**src/rtl/line_fill_pkg.sv**
```systemverilog
// Shared types and constants for the line fill controller.
// The memory bus carries whole cache lines; addresses are always line-aligned.
package line_fill_pkg;

  localparam int ADDR_W   = 16;
  localparam int LINE_W   = 256;
  localparam int OFFSET_W = 5;

  typedef enum logic [2:0] {
    IDLE = 3'd0,
    WB   = 3'd1,
    GAP  = 3'd2,
    FILL = 3'd3,
    DONE = 3'd4
  } fill_state_t;

  function automatic logic [ADDR_W-1:0] line_align(input logic [ADDR_W-1:0] addr);
    logic [ADDR_W-1:0] mask;
    mask = '1;
    mask[OFFSET_W-1:0] = '0;
    return addr & mask;
  endfunction

endpackage

```
**src/rtl/fill_timeout_timer.sv**
```systemverilog
// Per-access watchdog: counts cycles spent waiting for a memory response.
// expired is high while the count sits at TIMEOUT-1; the count saturates there.
module fill_timeout_timer #(
  parameter int TIMEOUT = 1024
) (
  input  logic clk,
  input  logic rst,
  input  logic clear,
  input  logic enable,
  output logic expired
);

  localparam int CNT_W = $clog2(TIMEOUT) + 1;

  logic [CNT_W-1:0] count;

  assign expired = (count == CNT_W'(TIMEOUT - 1));

  always_ff @(posedge clk or posedge rst) begin
    if (rst) begin
      count <= '0;
    end else if (clear) begin
      count <= '0;
    end else if (enable && !expired) begin
      count <= count + 1'b1;
    end
  end

endmodule

```
**src/rtl/line_fill_controller.sv**
```systemverilog
// Serves one cache miss at a time: optional victim writeback, one idle bus
// cycle, then the line fetch, returned with a single-cycle done pulse.
module line_fill_controller
  import line_fill_pkg::*;
#(
  parameter int TIMEOUT = 1024
) (
  input  logic              clk,
  input  logic              rst,
  // Request handshake: a miss is taken on any rising edge where
  // req_valid && req_ready; the request fields are only sampled then.
  input  logic              req_valid,
  output logic              req_ready,
  input  logic [ADDR_W-1:0] req_addr,
  input  logic              req_dirty,
  input  logic [ADDR_W-1:0] req_victim_addr,
  input  logic [LINE_W-1:0] req_victim_data,
  output logic              done,
  output logic [LINE_W-1:0] fill_data,
  output logic              err,
  output logic              pmem_read,
  output logic              pmem_write,
  output logic [ADDR_W-1:0] pmem_address,
  output logic [LINE_W-1:0] pmem_wdata,
  input  logic              pmem_resp,
  input  logic [LINE_W-1:0] pmem_rdata,
  output logic [2:0]        state_dbg
);

  fill_state_t       state_q, state_d;
  logic [ADDR_W-1:0] addr_lat, addr_lat_d;
  logic              read_d, write_d, done_d, err_d;
  logic [ADDR_W-1:0] address_d;
  logic [LINE_W-1:0] wdata_d, fill_d;
  logic              timer_clear, timer_en, timer_expired;

  assign req_ready = (state_q == IDLE);
  assign state_dbg = state_q;

  fill_timeout_timer #(
    .TIMEOUT (TIMEOUT)
  ) u_timer (
    .clk     (clk),
    .rst     (rst),
    .clear   (timer_clear),
    .enable  (timer_en),
    .expired (timer_expired)
  );

  always_comb begin
    state_d     = state_q;
    addr_lat_d  = addr_lat;
    read_d      = pmem_read;
    write_d     = pmem_write;
    address_d   = pmem_address;
    wdata_d     = pmem_wdata;
    done_d      = 1'b0;
    fill_d      = fill_data;
    err_d       = err;
    timer_clear = 1'b0;
    timer_en    = 1'b0;

    case (state_q)
      IDLE: begin
        if (req_valid) begin
          addr_lat_d  = req_addr;
          timer_clear = 1'b1;
          if (req_dirty) begin
            state_d   = WB;
            write_d   = 1'b1;
            address_d = line_align(req_victim_addr);
            wdata_d   = req_victim_data;
          end else begin
            state_d   = FILL;
            read_d    = 1'b1;
            address_d = line_align(req_addr);
          end
        end
      end

      WB: begin
        if (pmem_resp) begin
          write_d = 1'b0;
          state_d = GAP;
        end else if (timer_expired) begin
          write_d = 1'b0;
          err_d   = 1'b1;
          state_d = IDLE;
        end else begin
          timer_en = 1'b1;
        end
      end

      // Both strobes stay low for this one cycle so memory sees a clean turnaround.
      GAP: begin
        read_d      = 1'b1;
        address_d   = line_align(addr_lat);
        timer_clear = 1'b1;
        state_d     = FILL;
      end

      FILL: begin
        if (pmem_resp) begin
          read_d  = 1'b0;
          fill_d  = pmem_rdata;
          done_d  = 1'b1;
          state_d = DONE;
        end else if (timer_expired) begin
          read_d  = 1'b0;
          err_d   = 1'b1;
          state_d = IDLE;
        end else begin
          timer_en = 1'b1;
        end
      end

      DONE: begin
        state_d = IDLE;
      end

      default: begin
        read_d  = 1'b0;
        write_d = 1'b0;
        state_d = IDLE;
      end
    endcase
  end

  always_ff @(posedge clk or posedge rst) begin
    if (rst) begin
      state_q      <= IDLE;
      addr_lat     <= '0;
      pmem_read    <= 1'b0;
      pmem_write   <= 1'b0;
      pmem_address <= '0;
      pmem_wdata   <= '0;
      done         <= 1'b0;
      fill_data    <= '0;
      err          <= 1'b0;
    end else begin
      state_q      <= state_d;
      addr_lat     <= addr_lat_d;
      pmem_read    <= read_d;
      pmem_write   <= write_d;
      pmem_address <= address_d;
      pmem_wdata   <= wdata_d;
      done         <= done_d;
      fill_data    <= fill_d;
      err          <= err_d;
    end
  end

endmodule

```
**config.mk**
```make
export PLATFORM = sky130hd
export DESIGN_NAME = line_fill_controller
export DESIGN_NICKNAME = d
export VERILOG_FILES = /design/src/rtl/line_fill_pkg.sv /design/src/rtl/fill_timeout_timer.sv /design/src/rtl/line_fill_controller.sv
export SDC_FILE = /design/constraint.sdc
export NUM_CORES = 1
export LEC_CHECK = 0
export ABC_AREA = 0
export BUFFER_PORTS_ARGS = -buffer_cell sky130_fd_sc_hd__buf_2
export CORE_AREA = 2 2 423 425
export DETAILED_ROUTE_END_ITERATION = 16
export DIE_AREA = 0 0 425 427
export SLEW_MARGIN = 25
export SYNTH_ARGS = -nofsm -noshare
export SYNTH_HDL_FRONTEND = slang
export SYNTH_SLANG_ARGS = --single-unit
```
**constraint.sdc**
```tcl
create_clock -name clk -period 15.05 [get_ports clk]
set_input_delay 0 -clock clk [delete_from_list [all_inputs] [get_ports clk]]
set_output_delay 0 -clock clk [all_outputs]
set_load 0.01 [all_outputs]
```
* Yosys cells after proc, flatten, opt, wreduce, memory -nomap -nowiden *
Index checks and enable logic that the tools add are counted.

word-level totals
  register bits = 562
  input bits = 549
  output and inout bits = 536
  word-level logic and storage cells = 65

operators by class
  $add $sub $neg = 1
  equal/unequal tests = 10
  muxes and demuxes = 26
  bitwise operators = 3
  reduce and logical (&&, ||, !) cells = 15

operator list
  cell                                             number
  2-to-1 mux 16 bit                                2
  case mux 16 bit (2 select lines)                 1
  2-to-1 mux 11 bit                                2
  2-to-1 mux 1 bit                                 12
  2-to-1 mux 3 bit                                 4
  case mux 3 bit (4 select lines)                  1
  adder 11 x 1 -> 11 bit, second input constant    1
  == test 11 x 10 -> 1 bit, second input constant  1
  AND reduction 4 bit                              2
  == test 3 x 2 -> 1 bit, second input constant    2
  != test 3 x 2 -> 1 bit, second input constant    2
  AND reduction 2 bit                              3
  AND reduction 3 bit                              2
  != test 2 bit, second input constant             2
  case mux 1 bit (4 select lines)                  1
  nonzero test 2 bit                               2
  OR reduction 2 bit                               2
  == test 3 x 1 -> 1 bit, second input constant    1
  == test 3 bit, second input constant             1
  logical NOT 3 bit                                1
  inverter 1 bit                                   3
  case mux 1 bit (3 select lines)                  1
  OR reduction 3 bit                               1
  2-to-1 mux 2 bit                                 1
  other kinds (4)                                  4

* Logic depth before layout (Yosys ltp) *
  word-level depth = 7
  mapped depth = 6
  mapped depth without buffers = 5

* Cells and area by module *
Synthesis repeated with hierarchy kept, for this count alone.

unflattened totals
  cell total of the unflattened synthesis = 1275
  area total of the unflattened synthesis = 21294.2 um^2

modules (own cells, without submodules)
  module                instances  cells an instance  area each (um^2)  seq. area each (um^2)
  line_fill_controller  1          1211               20664.8           13538.0
  fill_timeout_timer    1          64                 629.4             275.3

* Least setup slack after synthesis *
Ideal clock, no wire load.

  kind = register to register
  start point = reg state_q[2] (netlist: state_dbg[2])
  end point = reg pmem_wdata[179]
  library setup time = 128 ps
  arrival = 1802 ps
  required time = 14922 ps
  slack = 13120 ps
  stages on the path, launching flop included = 7
  path buffers = 3
  clock period less this slack = 1930 ps
  path through = dfrtp_1 -> clkbuf_1 -> nor4b_4 -> nand2_1 -> buf_2 -> buf_2 -> mux2_1

on the way
  word-level cells in the longest chain between the ends = 2

ends and longest elaborated chain
  element                               line                         text
  start: declaration                    line_fill_controller.sv:30   fill_state_t state_q, state_d;
  start signal: assignment              line_fill_controller.sv:141  state_q <= state_d;
  logical NOT 3 bit                     line_fill_controller.sv:63   case (state_q)
  AND reduction 3 bit (no source line)  --
  end signal: assignment                line_fill_controller.sv:146  pmem_wdata <= wdata_d;
  end: declaration                      line_fill_controller.sv:24   output logic [LINE_W-1:0] pmem_wdata,

Every way passes these cells.
A chain may end at the register's enable or synchronous reset.

* Worst setup path after layout *
  start point = reg state_q[1] (netlist: state_dbg[1])
  end point = reg pmem_wdata[181]

The elaborated chain is that of the path after synthesis.

==> flow_metrics.tcl <==
set metrics [dict create \
    drv_slew 0 \
    cts-root-buf "clkbuf_16" \
    start_kind "flop" \
    fin_ws_ps 10270 \
    path_max_fanout 83 \
    overflow 0 \
    antenna_left 0 \
    nets 3550 \
    ys_seq_area_frac 0.6619 \
    path_clk_slew_ps 60 \
    drive_gt1_frac 0.4016 \
    initial_core_util 0.1177 \
    synthCells 1279 \
    die_area_um2 181500 \
    arrival_ps 5300 \
    r2r_setup_slack_ps 10270 \
    leakage_nw 17.28 \
    vias 17940 \
    die_x_um 425 \
    critPathTopFamily "buffers and inverters" \
    skew_ps 25.47 \
    highest_layer "met5" \
    met2_length_um 47550 \
    grt_pass1_wl_um 134800 \
    cts_hold_buf 638 \
    rsz0062_at_grt "false" \
    status "finished clean" \
    yosys_warnings 0 \
    clk_path_buf_depth 3 \
    slew_headroom 0.3197 \
    hpwlAfterDp_um 74620 \
    cts_resized 0 \
    viasPerCell 3.311 \
    fmax_mhz 209.4 \
    required_ps 15580 \
    power-per-cell-area_nw_per_um2 183.9 \
    fin_tns_setup_ps 0 \
    coreArea_um2 177300 \
    clock_sinks 552 \
    synth-seq-cells 552 \
    pre_cts_ws_ps 10000 \
    cts_inserted_buffers 66 \
    grt_use_total 0.1033 \
    cp_num_buf_inv 5 \
    antenna_found_initial 29 \
    min_period_over_period 0.3173 \
    worstSkewPairLatency_ps 670 \
    worstMarginPinSlew_ps 1021 \
    drtIter0Drc 840 \
    cts_setup_buffers 0 \
    hold_class "in2reg" \
    syn_area_per_cell_um2 16.32 \
    met1_length_um 41720 \
    htreeDepth 3 \
    met3_length_um 6697 \
    crit_top_cell "buf_4" \
    io_buffers 1069 \
    first_global_vias 18640 \
    yosysUniqueCellTypes 38 \
    gp_congestion 0.9103 \
    finalSetupViolCount 0 \
    critPathKind "reg2reg" \
    drtPass1Iterations 5 \
    syn_area_um2 20870 \
    ios 1085 \
    area_delta_synth_final_pct 79.97 \
    fp-row-count 155 \
    wl_per_cell_um 18.36 \
    critPathMaxStageDelay_ps 740 \
    cts_tree "done" \
    die_y_um 427 \
    drc 0 \
    max-vdd-ir-drop_uv 96.52 \
    period_needed_ps 4775 \
    maxCapViolCount 0 \
    critPathCaptureType "flop" \
    wirelength_um 99490 \
    critPathSlowestCell "buf_4" \
    cp_cell_sequence "nor4b_4 > buf_4 > nand2_4 > buf_4 > buf_4 > buf_4 > buf_6 > mux2_1" \
    grt_max_degree 133 \
    hold_violations 0 \
]
## worst paths after layout
kind / cells after the start / end / startpoint
max in group asynchronous: 8 / fill_data[30] / rst
min in group asynchronous: 4 / pmem_wdata[177] / rst
worst max-delay path: 8 / pmem_wdata[181] / state_dbg[1]
worst min register to register: 1 / err / u_timer.count[10]
worst max register to register: 8 / pmem_wdata[181] / state_dbg[1]
worst min-delay path: 3 / fill_data[135] / pmem_rdata[135]
## metrics by stage
stage	util	power, W	area (um2)	cells	hold slack (ps)
final	0.2119	0.006905	37550	5418	96.83
after global routing	0.2118	0.007266	37540	5411	23.50
after CTS	0.2116	0.006963	37510	5403	0.08554
after detailed placement	0.1634	0.005166	28960	4649	184.0
after global placement	0.1634	0.005112	28960	4649	179.3
after floorplan	-	0.003735	20890	1283	131.7
## synthesized netlist by cell type (all sizes together)
master / count / area share
and2: 1 / 0.00030
inv: 6 / 0.0011
o21bai: 1 / 0.00036
nand3: 3 / 0.00072
nor3b: 1 / 0.00036
and3: 2 / 0.00060
o31ai: 5 / 0.0018
a22oi: 1 / 0.00036
o21ai: 27 / 0.0065
nor4b: 1 / 0.0011
and4b: 2 / 0.00096
o211ai: 4 / 0.0014
or4b: 1 / 0.00048
nand2: 34 / 0.0061
or4: 1 / 0.00036
nor3: 3 / 0.00072
nor4: 4 / 0.0015
a311oi: 2 / 0.00084
a21oi: 1 / 0.00024
o311ai: 1 / 0.00042
nor2: 2 / 0.00036
a211oi: 2 / 0.00072
o21a: 1 / 0.00036
clkbuf: 13 / 0.0023
ha: 1 / 0.00060
mux2: 524 / 0.28
nand2b: 3 / 0.00090
or3: 1 / 0.00030
conb: 1 / 0.00018
buf: 62 / 0.016
mux2i: 15 / 0.0072
or3b: 1 / 0.00042
dfrtp: 552 / 0.66
## registers in the layout, summed over array words and instances (netlist names)
name / count
fill_data: 256
u_timer.count: 11
err: 1
done: 1
state_dbg: 3
addr_lat: 11
pmem_wdata: 256
pmem_write: 1
pmem_read: 1
pmem_address: 11
## cell usage in the layout (no fill, tap or decap), types with 2 or more instances in the layout
cell | Yosys | final
nand2b_1 | 3 | 3
inv_1 | 6 | 5
diode_2 | 0 | 15
clkbuf_1 | 13 | 14
inv_6 | 0 | 3
nor3_1 | 3 | 3
nand3_1 | 3 | 3
conb_1 | 1 | 5
clkbuf_16 | 0 | 66
a311oi_1 | 2 | 2
a211oi_1 | 2 | 2
mux2i_1 | 15 | 15
clkbuf_8 | 0 | 15
buf_2 | 51 | 1069
dlygate4sd3_1 | 0 | 638
o21ai_1 | 26 | 27
buf_4 | 8 | 13
buf_6 | 0 | 3
o211ai_1 | 4 | 4
clkinv_2 | 0 | 9
nor4_1 | 3 | 3
o31ai_1 | 5 | 5
dfrtp_1 | 552 | 552
nor2_1 | 2 | 2
nand2_1 | 34 | 33
mux2_1 | 493 | 493
bufinv_16 | 0 | 2
and3_1 | 2 | 2
clkinvlp_4 | 0 | 2
inv_16 | 0 | 2
mux2_2 | 31 | 31
clkinv_8 | 0 | 2
## logic make-up after synthesis
family          count (synthesis)  share of synthesized area
compound gates                 45                    0.01301
fa+ha+maj                       1                  0.0005995
buf+inv                        81                    0.01907
flops                         552                     0.6619
mux                           539                     0.2900
other cells                     1                  0.0001797
simple gates                   60                    0.01523
## cell type report
class	instances	area, um2
clock buffers	95	1911
inverters	6	26.28
fillers	18850	139700
well taps	2355	2947
diodes	15	37.54
multi-input cells	650	6683
flip-flops and latches	552	13810
clock inverters	21	250.2
repair buffers	1724	11890
## worst reg2reg max path, cell delays in order (launching register included)
cell and delay, ps:
dfrtp_1 630, nor4b_4 100, buf_4 270, nand2_4 310, buf_4 630, buf_4 680
buf_4 790, buf_6 760, mux2_1 480
## per-layer routing
layer	vias up	track usage
met5	-	0
met4	4	0.04214
met3	146	0.02800
met2	652	0.1660
met1	9165	0.1305
li1	7970	-
## power by group
part	switching, W	internal [W]	leakage (nW)
Sequential	0.000460	0.00223	6.62
Combinational	0.00146	0.00115	9.60
Clock	0.000675	0.000927	1.06
No activity file was read; power rests on OpenSTA's default activity.
